===== src/rtl/uart_dbg_cmd.sv =====
// uart_dbg_cmd: debug command engine on the client side of the UART FIFOs.
// Define UART_DBG_ECHO_EN to echo each raw command word ahead of its response.
module uart_dbg_cmd #(
  parameter int DBIT    = 32,
  parameter int TIMEOUT = 1024,
  parameter int TO_BIT  = 10
) (
  input  logic            clk,
  input  logic            reset,
  input  logic            rx_empty,
  input  logic [DBIT-1:0] r_data,
  output logic            rd_uart,
  input  logic            tx_full,
  output logic            wr_uart,
  output logic [DBIT-1:0] w_data,
  output logic            cpu_run,
  output logic            cpu_step,
  input  logic            cpu_halted,
  output logic            dbg_rd_req,
  output logic            dbg_sel,
  output logic [15:0]     dbg_addr,
  input  logic [DBIT-1:0] dbg_rd_data,
  input  logic            dbg_rd_valid,
  output logic            busy
);

  localparam logic [7:0] OP_RUN   = 8'h01;
  localparam logic [7:0] OP_STEP  = 8'h02;
  localparam logic [7:0] OP_HALT  = 8'h03;
  localparam logic [7:0] OP_RDREG = 8'h10;
  localparam logic [7:0] OP_RDMEM = 8'h11;

  localparam logic [TO_BIT-1:0] TO_LAST = TO_BIT'(TIMEOUT - 1);

  typedef enum logic [2:0] {
    IDLE,
    DECODE,
    REQ,
    WAIT,
    SEND
`ifdef UART_DBG_ECHO_EN
    ,ECHO
`endif
  } state_e;

  state_e state_q, state_d;

  logic [DBIT-1:0]   cmd_q, cmd_d;
  logic [DBIT-1:0]   resp_q, resp_d;
  logic [TO_BIT-1:0] cnt_q, cnt_d;
  logic              rd_uart_q, rd_uart_d;
  logic              wr_uart_q, wr_uart_d;
  logic [DBIT-1:0]   w_data_q, w_data_d;
  logic              run_q, run_d;
  logic              step_q, step_d;
  logic              req_q, req_d;
  logic              sel_q, sel_d;
  logic [15:0]       addr_q, addr_d;
  logic              halted_q;
  logic              busy_q;

  logic [7:0]  op;
  logic [15:0] arg;
  logic        is_run;
  logic        is_step;
  logic        is_halt;
  logic        is_rdreg;
  logic        is_rdmem;
  logic        is_rd;
  logic        halt_rise;
  logic        unused_bits;

  assign op        = cmd_q[31:24];
  assign arg       = cmd_q[15:0];
  assign is_run    = (op == OP_RUN);
  assign is_step   = (op == OP_STEP);
  assign is_halt   = (op == OP_HALT);
  assign is_rdreg  = (op == OP_RDREG);
  assign is_rdmem  = (op == OP_RDMEM);
  assign is_rd     = is_rdreg | is_rdmem;
  assign halt_rise = cpu_halted & ~halted_q;

  assign unused_bits = ^cmd_q[23:16];

  always_comb begin
    state_d   = state_q;
    cmd_d     = cmd_q;
    resp_d    = resp_q;
    cnt_d     = cnt_q;
    rd_uart_d = 1'b0;
    wr_uart_d = 1'b0;
    w_data_d  = w_data_q;
    run_d     = run_q;
    step_d    = 1'b0;
    req_d     = 1'b0;
    sel_d     = sel_q;
    addr_d    = addr_q;

    // A RUN decoded below overrides a simultaneous halt edge.
    if (halt_rise) run_d = 1'b0;

    unique case (state_q)
      IDLE: begin
        if (!rx_empty) begin
          cmd_d     = r_data;
          rd_uart_d = 1'b1;
          state_d   = DECODE;
        end
      end
      DECODE: begin
        unique case (1'b1)
          is_run: begin
            run_d  = 1'b1;
            resp_d = {8'hAC, 16'h0000, op};
          end
          is_step: begin
            if (run_q) begin
              resp_d = {8'hEE, 16'h0001, OP_STEP};
            end else begin
              step_d = 1'b1;
              resp_d = {8'hAC, 16'h0000, op};
            end
          end
          is_halt: begin
            run_d  = 1'b0;
            resp_d = {8'hAC, 16'h0000, op};
          end
          is_rd: begin
            sel_d  = is_rdmem;
            addr_d = is_rdmem ? arg : {11'b0, arg[4:0]};
          end
          default: begin
            resp_d = {8'hEE, 16'h0000, op};
          end
        endcase
`ifdef UART_DBG_ECHO_EN
        state_d = ECHO;
`else
        req_d   = is_rd;
        state_d = is_rd ? REQ : SEND;
`endif
      end
`ifdef UART_DBG_ECHO_EN
      ECHO: begin
        if (!tx_full) begin
          wr_uart_d = 1'b1;
          w_data_d  = cmd_q;
          req_d     = is_rd;
          state_d   = is_rd ? REQ : SEND;
        end
      end
`endif
      REQ: begin
        cnt_d   = '0;
        state_d = WAIT;
      end
      WAIT: begin
        if (dbg_rd_valid) begin
          resp_d  = dbg_rd_data;
          state_d = SEND;
        end else if (cnt_q == TO_LAST) begin
          resp_d  = {8'hEE, 8'hFF, 8'h00, op};
          state_d = SEND;
        end else begin
          cnt_d = cnt_q + TO_BIT'(1);
        end
      end
      SEND: begin
        if (!tx_full) begin
          wr_uart_d = 1'b1;
          w_data_d  = resp_q;
          state_d   = IDLE;
        end
      end
      default: begin
        state_d = IDLE;
      end
    endcase
  end

  always_ff @(posedge clk or negedge reset) begin
    if (!reset) begin
      state_q   <= IDLE;
      cmd_q     <= '0;
      resp_q    <= '0;
      cnt_q     <= '0;
      rd_uart_q <= 1'b0;
      wr_uart_q <= 1'b0;
      w_data_q  <= '0;
      run_q     <= 1'b0;
      step_q    <= 1'b0;
      req_q     <= 1'b0;
      sel_q     <= 1'b0;
      addr_q    <= '0;
      halted_q  <= 1'b0;
      busy_q    <= 1'b0;
    end else begin
      state_q   <= state_d;
      cmd_q     <= cmd_d;
      resp_q    <= resp_d;
      cnt_q     <= cnt_d;
      rd_uart_q <= rd_uart_d;
      wr_uart_q <= wr_uart_d;
      w_data_q  <= w_data_d;
      run_q     <= run_d;
      step_q    <= step_d;
      req_q     <= req_d;
      sel_q     <= sel_d;
      addr_q    <= addr_d;
      halted_q  <= cpu_halted;
      busy_q    <= (state_d != IDLE);
    end
  end

  assign rd_uart    = rd_uart_q;
  assign wr_uart    = wr_uart_q;
  assign w_data     = w_data_q;
  assign cpu_run    = run_q;
  assign cpu_step   = step_q;
  assign dbg_rd_req = req_q;
  assign dbg_sel    = sel_q;
  assign dbg_addr   = addr_q;
  assign busy       = busy_q;

endmodule


===== config.mk =====
export PLATFORM = sky130hd
export DESIGN_NAME = uart_dbg_cmd
export DESIGN_NICKNAME = d
export VERILOG_FILES = /design/src/rtl/uart_dbg_cmd.sv
export SDC_FILE = /design/constraint.sdc
export NUM_CORES = 1
export LEC_CHECK = 0
export ABC_AREA = 1
export BUFFER_PORTS_ARGS = -buffer_cell sky130_fd_sc_hd__buf_4
export CAP_MARGIN = 15
export CORE_MARGIN = 3
export CORE_UTILIZATION = 58
export DETAILED_ROUTE_END_ITERATION = 7
export MAX_ROUTING_LAYER = met4
export PLACE_DENSITY_LB_ADDON = 0.25
export REMOVE_ABC_BUFFERS = 1
export SLEW_MARGIN = 20
export SYNTH_ARGS = -nofsm -noshare
export SYNTH_HDL_FRONTEND = slang
export SYNTH_SLANG_ARGS = --single-unit

===== constraint.sdc =====
create_clock -name clk -period 2.6 [get_ports clk]
set_input_delay 0.26 -clock clk [delete_from_list [all_inputs] [get_ports clk]]
set_output_delay 0.26 -clock clk [all_outputs]
set_load 0.03 [all_outputs]

==> results.md <==
* H-tree depth at 4
* EDFF count, synth at 0
* Synth Cell Area at roughly 5300 um2
* Num CTS Buffers at 17
* RSZ-0062 raised after global routing: no
* Post-synth top area share at 0.5869
* ANT nets after route at 0
* Final HPWL DP at 7995 um
* Fin area at 7246 um2
* CTS sink count at between 100 and 150
* Vias at 4809
* Die Area at 10380 um2
* Layout Cells excl Fill at 891
* Fin worst setup slack at 0.4510 ns
* Post-route setup TNS at 0 ns
* CORE AREA at ~8800 um2
* Post-synth top flop: dfrtp_1
* Capturing point of the worst reg2reg path: cnt_q[8]
* Clock tree buffer depth at 2
* Initial Util at 0.6053
* Req. time, crit path at 2.99 ns
* Largest stage delay on the critical path at 0.41 ns
* R2R depth at 8
* DR WL/cell at 15.66 um
* HP Start: dbg_rd_data[18]
* # IOs at about 130
* NumNets Final at 841
* Clk_skew at between 0.01 and 0.015 ns
* Fin crit share at 0.8265
* # port buffers at around 120
* WHS Path Cells at 3
* Initial DRT Pass Iterations at 6
* Seq cells post-synth at around 130
* Switch share at 0.3605
* Placed insts at between 800 and 900
* Fillers at 507
* RePlAce Congestion at 0.8300
* Initial antenna violation count at 0
* Worst-path clk slew at ~0.060 ns
* Status: finished clean
* Slowest cell on crit path: dfrtp_1
* Register area share after synthesis at 0.5869
* Worst setup path class: reg2reg
* Worst Hold End: resp_q[18]
* Worst setup SP type: flip-flop
* CTS tree: yes
* Synth warn at 0
* Die Width at 101.9 um
* Top-count cell post-synth: nand2_1
* Max_slew headroom at 0.5977
* Tightest Pin Transition at 0.6028 ns
* Via density at 5.397
* Post-Syn Instances at about 610
* Setup Buffers After CTS at 0
* Max_cap viols at 0
* R2R Setup Slk at between 0.4 and 0.5 ns
* Max VDD drop at 0.0005301 V
* Clock Latency Late Sink at 0.52 ns
* Vias in the first global route at 4838
* Largest net degree at the start of global routing at 72
* Post-Place Cell Area at 6243 um2
* CP arrival at 2.54 ns
* Top Family by Delay on Critical Path: simple AND/OR/NAND/NOR gates
* HP Class: in2reg
* Fmax at 465.3 MHz
* Layout cells sized above 1 at 0.2312
* CP endpoint kind: flip-flop
* # setup viols final at 0
* P_leak at 3.752 nW
* Most frequent cells after synthesis: nand2_1 (244), dfrtp_1 (125), o21ai_0 (52)
* Hold Violations, Final at 0
* Max FO, Critical Path at 18
* Synth unique cells at 31
* Power density cells at 1010 nW/um2
* Iter 0 DRT Violations at approximately 260
* Routed wire length at 13950 um
* Worst R2R Start: state_q[2]
* Share of flip-flops with an asynchronous set or reset at 1.000
* Sequential power share at 0.380
* Net switching power at 0.002638 W
* Synth top area cells: dfrtp_1 (59%), nand2_1 (17%), o21ai_0 (4.9%), inv_1 (3.1%), o21ai_1 (2.4%)
* Clk root buf: clkbuf_8
* Row cnt at 34
* ANT cells at 0
* Int Pwr at 0.004680 W
* Pre-CTS setup slack at 0.3347 ns
* Cell Chain, Critical Path: inv_2, nand3_2, inv_2, nand3_4, nand2_2, inv_1, nand2_1, nand2_1
* Syn avg cell area at 8.681 um2
* CP Buf/Inv Count at 3
* First-pass GRT wire length at roughly 23000 um
* Share of power burned in combinational logic at 0.295
* Area leader, netlist: dfrtp_1
* Area Growth Syn to Fin at 35.94%
* Remaining routing DRC violations at 0
* Die height at 101.9 um
* Post-layout min period at between 2 and 2.5 ns
* Total grt overflow at 0
* Clock share of power at 0.325
* Overall Global Routing Usage at 0.2912
* Final Max Slew Viols at 0
-- worst min-delay path: stages --
cell,delay (ns)
buf_4,0.08
nor2_1,0.03
o21ai_0,0.13
-- layout make-up --
cell class,instances,area (um2),area share
sequential,125,3128,0.4317
multi-input combinational,412,1867,0.2576
timing repair buffer,160,1314,0.1813
clock buffer,20,435.4,0.06009
inverter,54,202.7,0.02797
clock inverter,12,163.9,0.02262
tap,108,135.1,0.01865
-- flip-flops by register name, summed over array words and instances (netlist names) --
| signal | flops |
|---|---|
| resp_q | 32 |
| w_data | 32 |
| cmd_q | 24 |
| dbg_addr | 16 |
| cnt_q | 10 |
| state_q | 3 |
| busy | 1 |
| cpu_run | 1 |
| cpu_step | 1 |
| dbg_rd_req | 1 |
| dbg_sel | 1 |
| halted_q | 1 |
| rd_uart | 1 |
| wr_uart | 1 |
-- layer usage --
metal,wire [um],global-route usage
met5,0,-
met4,429,0.1201
met3,929,0.06758
met2,7140,0.4995
met1,5455,0.3292
-- worst max-delay path by stage --
| stage | startpoint | end | slack (ns) | cells after the start |
|---|---|---|---|---|
| floorplan | state_q[1] | w_data[16] | 0.70 | 5 |
| global placement | state_q[2] | resp_q[1] | 0.45 | 6 |
| detailed placement | state_q[2] | resp_q[1] | 0.33 | 6 |
| CTS | state_q[2] | resp_q[1] | 0.20 | 6 |
| global route | state_q[2] | cnt_q[8] | 0.33 | 8 |
| finish | state_q[2] | cnt_q[8] | 0.45 | 8 |
-- cells by family (layout without fill, tap and decap cells) --
family	count (synthesis)	in the layout	share of synthesized area
simple gates	324	324	0.2617
flops	125	125	0.5869
compound gates	84	84	0.08005
buf+inv	77	246	0.06385
xor+xnor	2	2	0.003287
fa+ha+maj	1	1	0.002347
mux	1	1	0.001878
-- metrics by stage --
step                      hold WS, ns  total power, W    util
final                         0.01492        0.007318  0.8228
after global routing          0.02358        0.007695  0.8228
after CTS                     0.01076        0.007281  0.8225
after detailed placement       0.1567        0.004832  0.7090
after global placement         0.1452        0.004752  0.7090
after floorplan              -0.03559        0.004039       -
-- timing repair --
| action | CTS | global route |
|---|---|---|
| setup endpoints to repair | 0 | 1 |
| gates resized for setup | 0 | 1 |
| hold buffers | 40 | 0 |
| hold endpoints to repair | 91 | 0 |
-- cell usage in the layout (no fill, tap or decap), types with 16 or more instances in the layout --
cell,count
clkbuf_16,16
o21ai_1,26
nand2_1,243
o21ai_0,52
nor2_1,31
dfrtp_1,125
dlygate4sd3_1,40
nand3_1,23
inv_1,44
buf_4,119
-- power by group through the flow --
stage	clock network [W]	logic (W)	registers [W]
floorplan	0	0.000888	0.00315
global placement	0	0.00199	0.00276
detailed placement	0	0.00205	0.00279
CTS	0.00238	0.00213	0.00277
global route	0.00248	0.00238	0.00284
finish	0.00238	0.00216	0.00278
(Power assumes the default switching activity.)
